--- src/rtl/display_arbiter_pkg.sv ---
// Shared types and default timing constants for the display arbiter.
// State encoding is fixed at two bits so it can be traced directly on a logic analyser.
package display_arbiter_pkg;

  typedef enum logic [1:0] {
    IDLE  = 2'd0,
    BLANK = 2'd1,
    OWN   = 2'd2
  } state_t;

  localparam int HOLD_CYC_DEF  = 50000;
  localparam int BLANK_CYC_DEF = 1000;

endpackage

--- src/rtl/display_arbiter_if.sv ---
// Bundle of requester inputs and driver-side outputs of the display arbiter.
// The slave modport is the arbiter's view; the master modport is the surrounding system's view.
interface display_arbiter_if #(
  parameter int NREQ = 3
);

  logic [NREQ-1:0]     req;
  logic [128*NREQ-1:0] matrix_in;
  logic [32*NREQ-1:0]  numbers_in;
  logic [NREQ-1:0]     beep_in;

  logic [127:0]        matrix_o;
  logic [31:0]         numbers_o;
  logic                beep_o;
  logic [NREQ-1:0]     grant_o;
  logic                busy_o;

  modport slave (
    input  req, matrix_in, numbers_in, beep_in,
    output matrix_o, numbers_o, beep_o, grant_o, busy_o
  );

  modport master (
    output req, matrix_in, numbers_in, beep_in,
    input  matrix_o, numbers_o, beep_o, grant_o, busy_o
  );

endinterface

--- src/rtl/display_arbiter_prio_pick.sv ---
// Highest-index-wins picker: one-hot of the top set bit, its binary index, and an any-set flag.
// Purely combinational; an all-zero input yields all-zero outputs.
module disp_prio_pick #(
  parameter int N  = 3,
  parameter int IW = 2
) (
  input  logic [N-1:0]  i_vec,
  output logic [N-1:0]  o_onehot,
  output logic [IW-1:0] o_idx,
  output logic          o_any
);

  always_comb begin
    o_onehot = '0;
    o_idx    = '0;
    o_any    = |i_vec;
    // Ascending scan so the last hit, the highest index, is the one kept.
    for (int i = 0; i < N; i++) begin
      if (i_vec[i]) begin
        o_onehot    = '0;
        o_onehot[i] = 1'b1;
        o_idx       = IW'(i);
      end
    end
  end

endmodule

--- src/rtl/display_arbiter.sv ---
// Shares the LED matrix, digit display and beeper among NREQ controllers with fixed priority,
// a minimum hold time per owner and a blank gap on every hand-over.
module display_arbiter
  import display_arbiter_pkg::*;
#(
  parameter int NREQ      = 3,
  parameter int HOLD_CYC  = HOLD_CYC_DEF,
  parameter int BLANK_CYC = BLANK_CYC_DEF
) (
  input  logic             clk,
  input  logic             rst_n,
  display_arbiter_if.slave bus
);

  localparam int IW   = (NREQ > 1) ? $clog2(NREQ) : 1;
  localparam int CMAX = (HOLD_CYC > BLANK_CYC) ? HOLD_CYC : BLANK_CYC;
  localparam int CW   = $clog2(CMAX + 1);
  localparam logic [CW-1:0] LP_HOLD_LOAD  = CW'(HOLD_CYC - 1);
  localparam logic [CW-1:0] LP_BLANK_LOAD = CW'(BLANK_CYC - 1);

  state_t          r_state;
  logic [CW-1:0]   r_hold_cnt;
  logic [CW-1:0]   r_blank_cnt;
  logic [IW-1:0]   r_owner;
  logic [NREQ-1:0] r_grant;
  logic [127:0]    r_matrix;
  logic [31:0]     r_numbers;
  logic            r_beep;
  logic            r_busy;

  logic [NREQ-1:0] w_win_onehot;
  logic [IW-1:0]   w_win_idx;
  logic            w_any;
  logic            w_owner_req;
  logic            w_higher;
  logic [127:0]    w_mat_sl [NREQ];
  logic [31:0]     w_num_sl [NREQ];
  logic [127:0]    w_own_mat;
  logic [31:0]     w_own_num;
  logic            w_own_beep;

  disp_prio_pick #(
    .N  (NREQ),
    .IW (IW)
  ) u_pick (
    .i_vec    (bus.req),
    .o_onehot (w_win_onehot),
    .o_idx    (w_win_idx),
    .o_any    (w_any)
  );

  // The overall winner outranks the owner exactly when some higher-index request is up.
  assign w_owner_req = |(bus.req & r_grant);
  assign w_higher    = w_any && (w_win_idx > r_owner);

  generate
    for (genvar gi = 0; gi < NREQ; gi++) begin : g_slice
      assign w_mat_sl[gi] = bus.matrix_in[128*gi +: 128];
      assign w_num_sl[gi] = bus.numbers_in[32*gi +: 32];
    end
  endgenerate

  always_comb begin
    w_own_mat  = '0;
    w_own_num  = '0;
    w_own_beep = 1'b0;
    for (int i = 0; i < NREQ; i++) begin
      if (r_owner == IW'(i)) begin
        w_own_mat  = w_mat_sl[i];
        w_own_num  = w_num_sl[i];
        w_own_beep = bus.beep_in[i];
      end
    end
  end

  always_ff @(posedge clk or negedge rst_n) begin
    if (!rst_n) begin
      r_state     <= IDLE;
      r_hold_cnt  <= '0;
      r_blank_cnt <= '0;
      r_owner     <= '0;
      r_grant     <= '0;
      r_matrix    <= '0;
      r_numbers   <= '0;
      r_beep      <= 1'b0;
      r_busy      <= 1'b0;
    end else begin
      // Display outputs are dark unless the OWN branch below keeps an owner on.
      r_matrix  <= '0;
      r_numbers <= '0;
      r_beep    <= 1'b0;
      case (r_state)
        IDLE: begin
          r_grant <= '0;
          if (w_any) begin
            r_state     <= BLANK;
            r_blank_cnt <= LP_BLANK_LOAD;
            r_busy      <= 1'b1;
          end else begin
            r_busy <= 1'b0;
          end
        end
        BLANK: begin
          r_grant <= '0;
          if (r_blank_cnt == '0) begin
            if (w_any) begin
              r_state    <= OWN;
              r_owner    <= w_win_idx;
              r_grant    <= w_win_onehot;
              r_hold_cnt <= LP_HOLD_LOAD;
              r_busy     <= 1'b1;
            end else begin
              r_state <= IDLE;
              r_busy  <= 1'b0;
            end
          end else begin
            r_blank_cnt <= r_blank_cnt - CW'(1);
          end
        end
        OWN: begin
          if (!w_owner_req || (w_higher && (r_hold_cnt == '0))) begin
            r_state     <= BLANK;
            r_blank_cnt <= LP_BLANK_LOAD;
            r_grant     <= '0;
            r_busy      <= 1'b1;
          end else begin
            r_matrix  <= w_own_mat;
            r_numbers <= w_own_num;
            r_beep    <= w_own_beep;
            if (r_hold_cnt != '0) begin
              r_hold_cnt <= r_hold_cnt - CW'(1);
            end
          end
        end
        default: begin
          r_state <= IDLE;
          r_grant <= '0;
          r_busy  <= 1'b0;
        end
      endcase
    end
  end

  assign bus.matrix_o  = r_matrix;
  assign bus.numbers_o = r_numbers;
  assign bus.beep_o    = r_beep;
  assign bus.grant_o   = r_grant;
  assign bus.busy_o    = r_busy;

endmodule

--- src/flat_wrapper.sv ---
// flat-port wrapper written by rule: the top's interface ports become plain ports
module display_arbiter_flat import display_arbiter_pkg::*;
#(
  parameter int NREQ      = 3,
  parameter int HOLD_CYC  = HOLD_CYC_DEF,
  parameter int BLANK_CYC = BLANK_CYC_DEF
)
  (clk, rst_n, bus_req, bus_matrix_in, bus_numbers_in, bus_beep_in, bus_matrix_o, bus_numbers_o, bus_beep_o, bus_grant_o, bus_busy_o);
  display_arbiter_if #(.NREQ(NREQ)) bus_i ();
  input  logic clk;
  input  logic rst_n;
  input wire logic [$bits(bus_i.req)-1:0] bus_req;
  input wire logic [$bits(bus_i.matrix_in)-1:0] bus_matrix_in;
  input wire logic [$bits(bus_i.numbers_in)-1:0] bus_numbers_in;
  input wire logic [$bits(bus_i.beep_in)-1:0] bus_beep_in;
  output wire logic [$bits(bus_i.matrix_o)-1:0] bus_matrix_o;
  output wire logic [$bits(bus_i.numbers_o)-1:0] bus_numbers_o;
  output wire logic [$bits(bus_i.beep_o)-1:0] bus_beep_o;
  output wire logic [$bits(bus_i.grant_o)-1:0] bus_grant_o;
  output wire logic [$bits(bus_i.busy_o)-1:0] bus_busy_o;
  assign bus_i.req = bus_req;
  assign bus_i.matrix_in = bus_matrix_in;
  assign bus_i.numbers_in = bus_numbers_in;
  assign bus_i.beep_in = bus_beep_in;
  assign bus_matrix_o = bus_i.matrix_o;
  assign bus_numbers_o = bus_i.numbers_o;
  assign bus_beep_o = bus_i.beep_o;
  assign bus_grant_o = bus_i.grant_o;
  assign bus_busy_o = bus_i.busy_o;
  display_arbiter #(.NREQ(NREQ), .HOLD_CYC(HOLD_CYC), .BLANK_CYC(BLANK_CYC)) u_core (.clk(clk), .rst_n(rst_n), .bus(bus_i));
endmodule
--- config.mk ---
export PLATFORM = sky130hd
export DESIGN_NAME = display_arbiter_flat
export DESIGN_NICKNAME = d
export VERILOG_FILES = /design/src/rtl/display_arbiter_pkg.sv /design/src/rtl/display_arbiter_if.sv /design/src/rtl/display_arbiter_prio_pick.sv /design/src/rtl/display_arbiter.sv /design/src/flat_wrapper.sv
export SDC_FILE = /design/constraint.sdc
export NUM_CORES = 1
export LEC_CHECK = 0
export CORE_AREA = 2 2 254 256
export DETAILED_ROUTE_END_ITERATION = 7
export DIE_AREA = 0 0 256 258
export HOLD_SLACK_MARGIN = 0.06
export PLACE_DENSITY = 0.52
export SLEW_MARGIN = 20
export SYNTH_ARGS = -nofsm -noshare
export SYNTH_HDL_FRONTEND = slang
export SYNTH_HIERARCHICAL = 1
export SYNTH_SLANG_ARGS = --single-unit
--- constraint.sdc ---
create_clock -name clk -period 5.7 [get_ports clk]
set_clock_uncertainty 0.1 [all_clocks]
set_input_delay 0.855 -clock clk [delete_from_list [all_inputs] [get_ports clk]]
set_output_delay 0.855 -clock clk [all_outputs]
set_load 0.02 [all_outputs]
==> flow_metrics.tcl, run 1 <==
set metrics [dict create \
    boundaryPins 653 \
    syn_avg_cell_area_um2 9.105 \
    finalHoldViolations 0 \
    grt_use_total 0.1352 \
    clk_latency_ps 540 \
    clkSlewWorstSetupHoldPaths_ps 60 \
    drive_above_1_share 0.04200 \
    dp_cells 2570 \
    initial_utilization 0.1619 \
    syn_nets 1626 \
    routed_wl_mm 46.41 \
    required_ps 6020 \
    grt_pass1_vias 11269 \
    cpPeakStageDelay_ps 760 \
    drc 0 \
    worstPathCellList "inv_1, ha_1, nor2b_1, o211ai_1, o21ai_2, a21oi_4, inv_2, a211o_1" \
    cts_tree "done" \
    drtPass1Iterations 5 \
    synth_cell_types 61 \
    yosysSeqAreaShare 0.4880 \
    crit_type "reg -> reg" \
    ctsHoldBuffers 0 \
    finalPower_mw 3.850 \
    maxCapViolCount 0 \
    critPathBufInv 2 \
    syn-instance-count 1132 \
    tightest_slew_ps 1024 \
    drv_slew 0 \
    coreArea_um2 63650 \
    ctsHtreeMaxLevel 1 \
    wire_per_inst_um 17.72 \
    cts.sinks 201 \
    clockBufferDepth 3 \
    cp_data_arrival_time_ps 3330 \
    min_path_type "in -> async" \
    post_cts_buffers 0 \
    die_h_um 258 \
    period_minus_slack_ps 3012 \
    utilization 0.2923 \
    synthArstFlopShare 1.000 \
    p_leak_nw 7.243 \
    ir_worst_vdd_v 0.0001769 \
    synth_enable_flop_cells 0 \
    gp_congestion 0.8364 \
    syn_area_um2 10310 \
    fmax_mhz 332.0 \
    final_common_cell "clkdlybuf4s50_1" \
    hpwl_mm 36.18 \
    final_cell_mix "651 x clkdlybuf4s50_1, 354 x nor2_1, 199 x dfrtp_1" \
    rows 93 \
    cts_made_buffers 27 \
    rsz0062_at_grt "false" \
    finalSetupViolations 0 \
    ctsResizeCount 0 \
    drtAntennaViolNets 0 \
    power_density_nw_per_um2 206.9 \
    ys_dominant_reg_cell "dfrtp_1" \
    dr_total_vias 10575 \
    slew_headroom 0.3171 \
    reg2reg_slack_ps 2690 \
    die_w_um 256 \
    cp_top_family "compound AO/OA/AOI/OAI gates" \
    startpoint_type "register" \
    fin_nets 2238 \
    reg2reg_from "u_core/r_owner[1]" \
    grt_overflow 0 \
    antenna_found_initial 4 \
    viasPerCell 4.038 \
    setup_tns_ps 0 \
    min_period_over_period 0.5285 \
    synth_area_leaders "dfrtp_1 49%, mux2i_1 16%, nor2_1 13%" \
    io_buffers 652 \
    area_delta_synth_final_pct 80.50 \
    yosysTopAreaCell "dfrtp_1" \
    cts-root-buf "clkbuf_16" \
    grt_first_pass_wirelength_mm 68.91 \
    yosysTopAreaCellShare 0.4880 \
    die-area_um2 66050 \
    slowest_stage "dfrtp_4" \
    crit_path_end_kind "register" \
    grt_max_degree 164 \
    final_cells 2619 \
    status "complete, no violations" \
    ys_ff_latch 201 \
    critPathMaxFanout 43 \
    rr_worst_depth 8 \
    drtIter0Drc 550 \
    reg2reg_to "u_core/r_blank_cnt[9]" \
    yosysWarnings 6 \
]
[Yosys cell counts, types with 6 or more instances]
| cell | instances |
|---|---|
| a21oi_1 | 176 |
| buf_1 | 8 |
| inv_1 | 9 |
| mux2i_1 | 162 |
| o21ai_0 | 16 |
| nand2_1 | 23 |
| buf_2 | 18 |
| or3_1 | 7 |
| a31oi_1 | 9 |
| nor3_1 | 11 |
| ha_1 | 6 |
| dfrtp_1 | 201 |
| clkbuf_1 | 47 |
| nor2_1 | 355 |
[registers in the layout, indices dropped and copies added (netlist names)]
| register | count |
|---|---|
| u_core/bus.grant_o | 3 |
| u_core/bus.beep_o | 1 |
| u_core/bus.busy_o | 1 |
| u_core/r_hold_cnt | 16 |
| u_core/r_blank_cnt | 16 |
| u_core/r_owner | 2 |
| u_core/bus.matrix_o | 128 |
| u_core/bus.numbers_o | 32 |
| u_core/r_state | 2 |
[how the worst max path moves through the flow]
stage / from / endpoint / slack (ps) / cells past startpoint
after CTS: u_core/r_owner[1] / u_core/bus.numbers_o[29] / 2640 / 5
after floorplan: bus_req[2] / u_core/r_blank_cnt[9] / 3140 / 8
final: u_core/r_owner[1] / u_core/r_blank_cnt[9] / 2690 / 8
after global placement: bus_req[2] / u_core/bus.busy_o / 2180 / 10
after global routing: u_core/r_owner[1] / u_core/r_blank_cnt[9] / 2410 / 8
after detailed placement: bus_req[1] / u_core/bus.busy_o / 2140 / 10
[worst register-to-register path, cell delays in order (launching register included)]
cell      delay [ps]
dfrtp_4          760
inv_1            210
ha_1             340
nor2b_1          130
o211ai_1         380
o21ai_2          180
a21oi_4          320
inv_2            180
a211o_1          290
[cell type report]
class | count | area (um^2)
inverter | 10 | 37.54
sequential | 201 | 5037
clock buffer | 38 | 767.0
clock inverter | 9 | 150.1
timing repair buffer | 662 | 6631
fill | 6720 | 45040
multi-input combinational | 842 | 4907
antenna | 2 | 5.005
tap | 855 | 1070
[cell families after synthesis]
| group | Yosys count | synth area share |
|---|---|---|
| and+or+nand+nor | 433 | 0.1752 |
| AOI/OAI and AO/OA | 239 | 0.1323 |
| DFF | 201 | 0.4880 |
| muxes | 164 | 0.1595 |
| buffers and inverters | 89 | 0.03775 |
| adders and majority gates | 6 | 0.007283 |
[power by group]
part | switching [mW] | leakage, nW | total (mW) | internal (mW)
Clock | 0.652 | 0.444 | 1.76 | 1.11
Combinational | 0.186 | 4.06 | 0.567 | 0.381
Sequential | 0.0583 | 2.74 | 1.52 | 1.46
[per-layer routing]
metal / wire length, um / global-route usage / vias up / share of wire
met5: 37 / 0 / - / 0.00080
met4: 1493 / 0.03980 / 6 / 0.032
met3: 3304 / 0.03867 / 61 / 0.071
met2: 23310 / 0.2402 / 400 / 0.50
met1: 18270 / 0.1576 / 5020 / 0.39
li1: - / - / 5088 / -
[stage by stage]
step                      area [um^2]  hold WS, ps  setup WS [ps]
after CTS                       18600        301.5           2642
after detailed placement        17680        383.9           2143
after global routing            18600        335.2           2408
final                           18610        261.5           2688
after global placement          17680        394.9           2183
after floorplan                 10310        351.3           3139
Note: power is estimated with default switching activity, not from simulation.
==> run 2: changes to the inputs <==
CORE_AREA = 2 2 252 254   (was 2 2 254 256)
DIE_AREA = 0 0 254 256   (was 0 0 256 258)
PLACE_DENSITY = 0.54   (was 0.52)
clock period = 2.5 ns   (was 5.7 ns; I/O delays follow)
==> flow_metrics.tcl, run 2 (synthesis gave the netlist of run 1 again) <==
set metrics [dict create \
    initial_utilization 0.1652 \
    cp_data_arrival_time_ps 2720 \
    rows 92 \
    fin_ws_ps 93.81 \
    status "complete, no violations" \
    routed_wl_mm 46.07 \
    clkSlewWorstSetupHoldPaths_ps 60 \
    reg2reg_slack_ps 90 \
    crit_type "reg -> reg" \
    power_density_nw_per_um2 442.8 \
    die_w_um 254 \
    drtAntennaViolNets 0 \
    gp_congestion 0.8647 \
    coreArea_um2 62390 \
    cts.sinks 201 \
    regArea_um2 5037 \
    finalSetupViolations 0 \
    worstPathCellList "inv_2, ha_1, or3b_2, or4_4, nor3_2, a21oi_1, a221o_1" \
    final_common_cell "clkdlybuf4s50_1" \
    drtPass1Iterations 4 \
    utilization 0.3068 \
    antenna_found_initial 2 \
    grt_max_degree 162 \
    die-area_um2 65020 \
    required_ps 2810 \
    tightest_slew_ps 783.7 \
    viasPerCell 4.045 \
    drc 0 \
    finalPower_mw 8.475 \
    slew_headroom 0.4775 \
    fin_nets 2299 \
    ir_worst_vdd_v 0.0004094 \
    pre_cts_slack_ps -352.6 \
    period_minus_slack_ps 2406 \
    die_h_um 256 \
    wl_met2_mm 23.49 \
    startpoint "u_core/r_blank_cnt[0]" \
    largest_reg_flops 128 \
    p_leak_nw 7.576 \
    hpwl_mm 37.70 \
    grt_first_pass_wirelength_mm 66.88 \
    setup_tns_ps 0 \
    finalHoldViolations 0 \
    startpoint_type "register" \
    critPathMaxFanout 4 \
    slowest_stage "or3b_2" \
    drv_slew 0 \
    top_layer_used "met4" \
    wire_per_inst_um 17.26 \
    area_delta_synth_final_pct 85.70 \
    drtIter0Drc 536 \
    min_period_over_period 0.9625 \
    final_cell_mix "651 x clkdlybuf4s50_1, 354 x nor2_1, 199 x dfrtp_1" \
    cts_tree "done" \
    ctsHtreeMaxLevel 1 \
    cts_made_buffers 25 \
    dr_total_vias 10795 \
    grt_pass1_vias 11317 \
    wl_met1_mm 17.75 \
    drive_above_1_share 0.07464 \
    clk_latency_ps 530 \
    clockBufferDepth 3 \
    holdWs_ps 137.4 \
    io_buffers 652 \
    multiInputGateArea_um2 4907 \
    reg2reg_from "u_core/r_blank_cnt[0]" \
    cpPeakStageDelay_ps 500 \
    boundaryPins 653 \
    min_path_type "in -> async" \
    maxCapViolCount 0 \
    fmax_mhz 415.6 \
    grt_overflow 0 \
    fillers 6658 \
    crit_path_end_kind "register" \
    cts-root-buf "clkbuf_16" \
    rsz0062_at_grt "false" \
    grt_use_total 0.1342 \
    dr_wl_met3_mm 3.830 \
]
-- run 2: changes by cell type in the layout (fill, tap and decap cells not counted), moves of 2 or more --
cell and delta:
clkinvlp_4 -2, buf_12 +13, inv_6 +2, clkbuf_16 -2, clkbuf_1 -2, buf_4 +49, clkbuf_8 -2, clkinv_2 +3
-- run 2: cell type report --
type,count,share of cell area
well taps,846,0.05530
clock inverters,12,0.007648
clock buffers,32,0.03563
multi-input cells,842,0.2564
flip-flops and latches,201,0.2632
inverters,10,0.001961
diodes,1,0.0001307
repair buffers,725,0.3798
-- run 2: metrics by stage --
stage | instances | area, um^2
floorplan | 1132 | 10310
global placement | 2621 | 18290
detailed placement | 2621 | 18290
CTS | 2666 | 19120
global route | 2669 | 19140
finish | 2669 | 19140
-- run 2: timing repair --
item,CTS,global route
gates resized for setup,0,1
setup endpoints to repair,0,4
buffers inserted,0,2
hold buffers,1,0
endpoints found under the hold margin,201,0
-- run 2: metal layers --
metal,GRT usage,vias to the layer above
met4,0.02908,0
met5,0,-
li1,-,5217
met1,0.1511,5137
met2,0.2457,394
met3,0.04109,47
-- run 2: worst max-delay path: cells and delay by family (launching register included) --
| family | cells | cell delay, ps |
|---|---|---|
| compound gates | 2 | 360 |
| fa+ha+maj | 1 | 200 |
| buf+inv | 1 | 100 |
| flops | 1 | 420 |
| simple gates | 3 | 1110 |
-- run 2: worst paths after layout --
path                                       endpoint  cells after the start
hold reg to reg                u_core/r_hold_cnt[8]                      1
max in group asynchronous  u_core/bus.numbers_o[29]                      3
min in group clk             u_core/bus.matrix_o[2]                      3
setup / recovery             u_core/r_blank_cnt[14]                      7
setup reg to reg             u_core/r_blank_cnt[14]                      7
hold / removal                u_core/bus.grant_o[0]                      2
-- run 2: where the power goes --
part           switching [mW]  total (mW)  internal, mW
logic                   0.446        1.36         0.911
registers               0.129        3.47          3.34
clock network            1.42        3.65          2.23
total                    2.00        8.48          6.48
==> run 3: changes to the inputs <==
CORE_AREA = 2 2 251 253   (was 2 2 252 254)
DIE_AREA = 0 0 253 255   (was 0 0 254 256)
DONT_BUFFER_PORTS = 1   (was not set)
PLACE_DENSITY = 0.4   (was 0.54)
SKIP_CTS_REPAIR_TIMING = 1   (was not set)
==> flow_metrics.tcl, run 3 (synthesis gave the netlist of run 1 again) <==
set metrics [dict create \
    dr_total_vias 9340 \
    status "finished with violations" \
    grt_max_degree 202 \
    largest_reg_flops 128 \
    startpoint "u_core/r_owner[0]" \
    dpl-instance-area_um2 11440 \
    pre_cts_slack_ps 120.9 \
    finalHoldViolations 201 \
    gp_congestion 0.9003 \
    cp_data_arrival_time_ps 2760 \
    drtPass1Iterations 5 \
    fin_area_um2 14690 \
    rows 92 \
    grt_use_total 0.1096 \
    clkSlewWorstSetupHoldPaths_ps 60 \
    grt_util_met3 0.03417 \
    area_delta_synth_final_pct 42.47 \
    setup_tns_ps 0 \
    finalSetupViolations 0 \
    internal_power_mw 6.311 \
    grt_overflow 0 \
    slew_headroom 0.4567 \
    holdWs_ps -557.4 \
    busiest_layer "met2" \
    final_common_cell "nor2_1" \
    drtIter0Drc 598 \
    die_h_um 255 \
    cts_tree "done" \
    hpwl_mm 29.51 \
    cts-root-buf "clkbuf_16" \
    ctsHtreeMaxLevel 1 \
    cts.sinks 201 \
    crit_type "reg -> reg" \
    boundaryPins 653 \
    gr-usage-met1 0.1194 \
    final_cell_mix "354 x nor2_1, 232 x dlygate4sd3_1, 199 x dfrtp_1" \
    multiInputGateArea_um2 4913 \
    routed_wl_mm 41.00 \
    finalPower_mw 8.206 \
    power_density_nw_per_um2 558.8 \
    power_frac_seq 0.423 \
    fillers 6675 \
    utilization 0.2363 \
    required_ps 2830 \
    power.switching_mw 1.895 \
    maxCapViolCount 0 \
    period_minus_slack_ps 2435 \
    grt_first_pass_wirelength_mm 53.21 \
    combPwrFrac 0.092 \
    violations "negative hold slack" \
    crit_path_end_kind "register" \
    min_period_over_period 0.9738 \
    drive_above_1_share 0.07933 \
    die_w_um 253 \
    regArea_um2 5037 \
    drc 0 \
    switching_share 0.2309 \
    power.share.clock 0.485 \
    fin_nets 1851 \
    critPathMaxFanout 91 \
    p_leak_nw 5.959 \
    drtAntennaViolNets 0 \
    fin_ws_ps 65.42 \
    viasPerCell 4.286 \
    tightest_slew_ps 815.0 \
    grt_use_met2 0.1977 \
    die-area_um2 64520 \
    cts_made_buffers 25 \
    wire_per_inst_um 18.82 \
    clockBufferDepth 3 \
    fmax_mhz 410.7 \
    min_path_type "in -> async" \
    initial_utilization 0.1658 \
    io_buffers 0 \
    grt_pass1_vias 8222 \
    drv_slew 0 \
    clk_latency_ps 540 \
    ir_worst_vdd_v 0.0005395 \
    startpoint_type "register" \
    reg2reg_from "u_core/r_owner[0]" \
    coreArea_um2 62160 \
    antenna_found_initial 13 \
]
-- run 3: cell types whose count changed in the layout (fill, tap and decap cells not counted), sizes merged, moves of 2 or more --
cell / before / now
clkdlybuf4s50: 651 / 0
dlygate4sd3: 1 / 232
buf: 73 / 45
diode: 1 / 6
clkinv: 7 / 4
bufinv: 3 / 5
clkbuf: 32 / 34
inv: 12 / 10
-- run 3: through the flow --
step	cells	hold slack, ps
after floorplan	1132	-20.59
after global placement	1897	-13.57
after detailed placement	1897	-13.38
after CTS	1941	-609.7
after global routing	2178	-602.9
final	2179	-557.4
-- run 3: power groups by stage --
| stage | clock (mW) | combinational, mW | sequential, mW |
|---|---|---|---|
| global route | 4.28 | 0.828 | 3.49 |
| CTS | 4.14 | 0.455 | 3.47 |
| global placement | 0 | 0.455 | 3.53 |
| finish | 3.98 | 0.753 | 3.47 |
| detailed placement | 0 | 0.452 | 3.53 |
| floorplan | 0 | 0.371 | 3.49 |
-- run 3: worst max-delay path: stages, from the launching register on --
cell           delay, ps
dfrtp_4              450
buf_12               390
mux2i_1              270
nor2_1                60
a21oi_1              160
dlygate4sd3_1        580
nor2_1                50
-- run 3: path summary, 6_finish.rpt --
kind                                       endpoint  slack, ps  cells past startpoint
setup / recovery            u_core/bus.matrix_o[17]         70                      6
hold / removal             u_core/bus.matrix_o[118]       -560                      0
setup reg to reg            u_core/bus.matrix_o[17]         70                      6
hold reg to reg               u_core/r_hold_cnt[15]        410                      1
max in group asynchronous   u_core/bus.matrix_o[27]       2540                      0
min in group clk            u_core/bus.matrix_o[18]         20                      4
-- run 3: area by class of cell --
cell class                      instances  share of cell area
Tap cell                              799             0.06808
Clock buffer                           34             0.04899
Multi-Input combinational cell        842              0.3346
Timing Repair Buffer                  277              0.1897
Antenna cell                            6            0.001022
Sequential cell                       201              0.3430
Clock inverter                         10             0.01210
Inverter                               10            0.002556
-- run 3: layer usage --
layer	share of wire	vias to the layer above
met3	0.074	75
met1	0.36	4507
met4	0.042	0
met5	0	-
met2	0.52	420
li1	-	4338
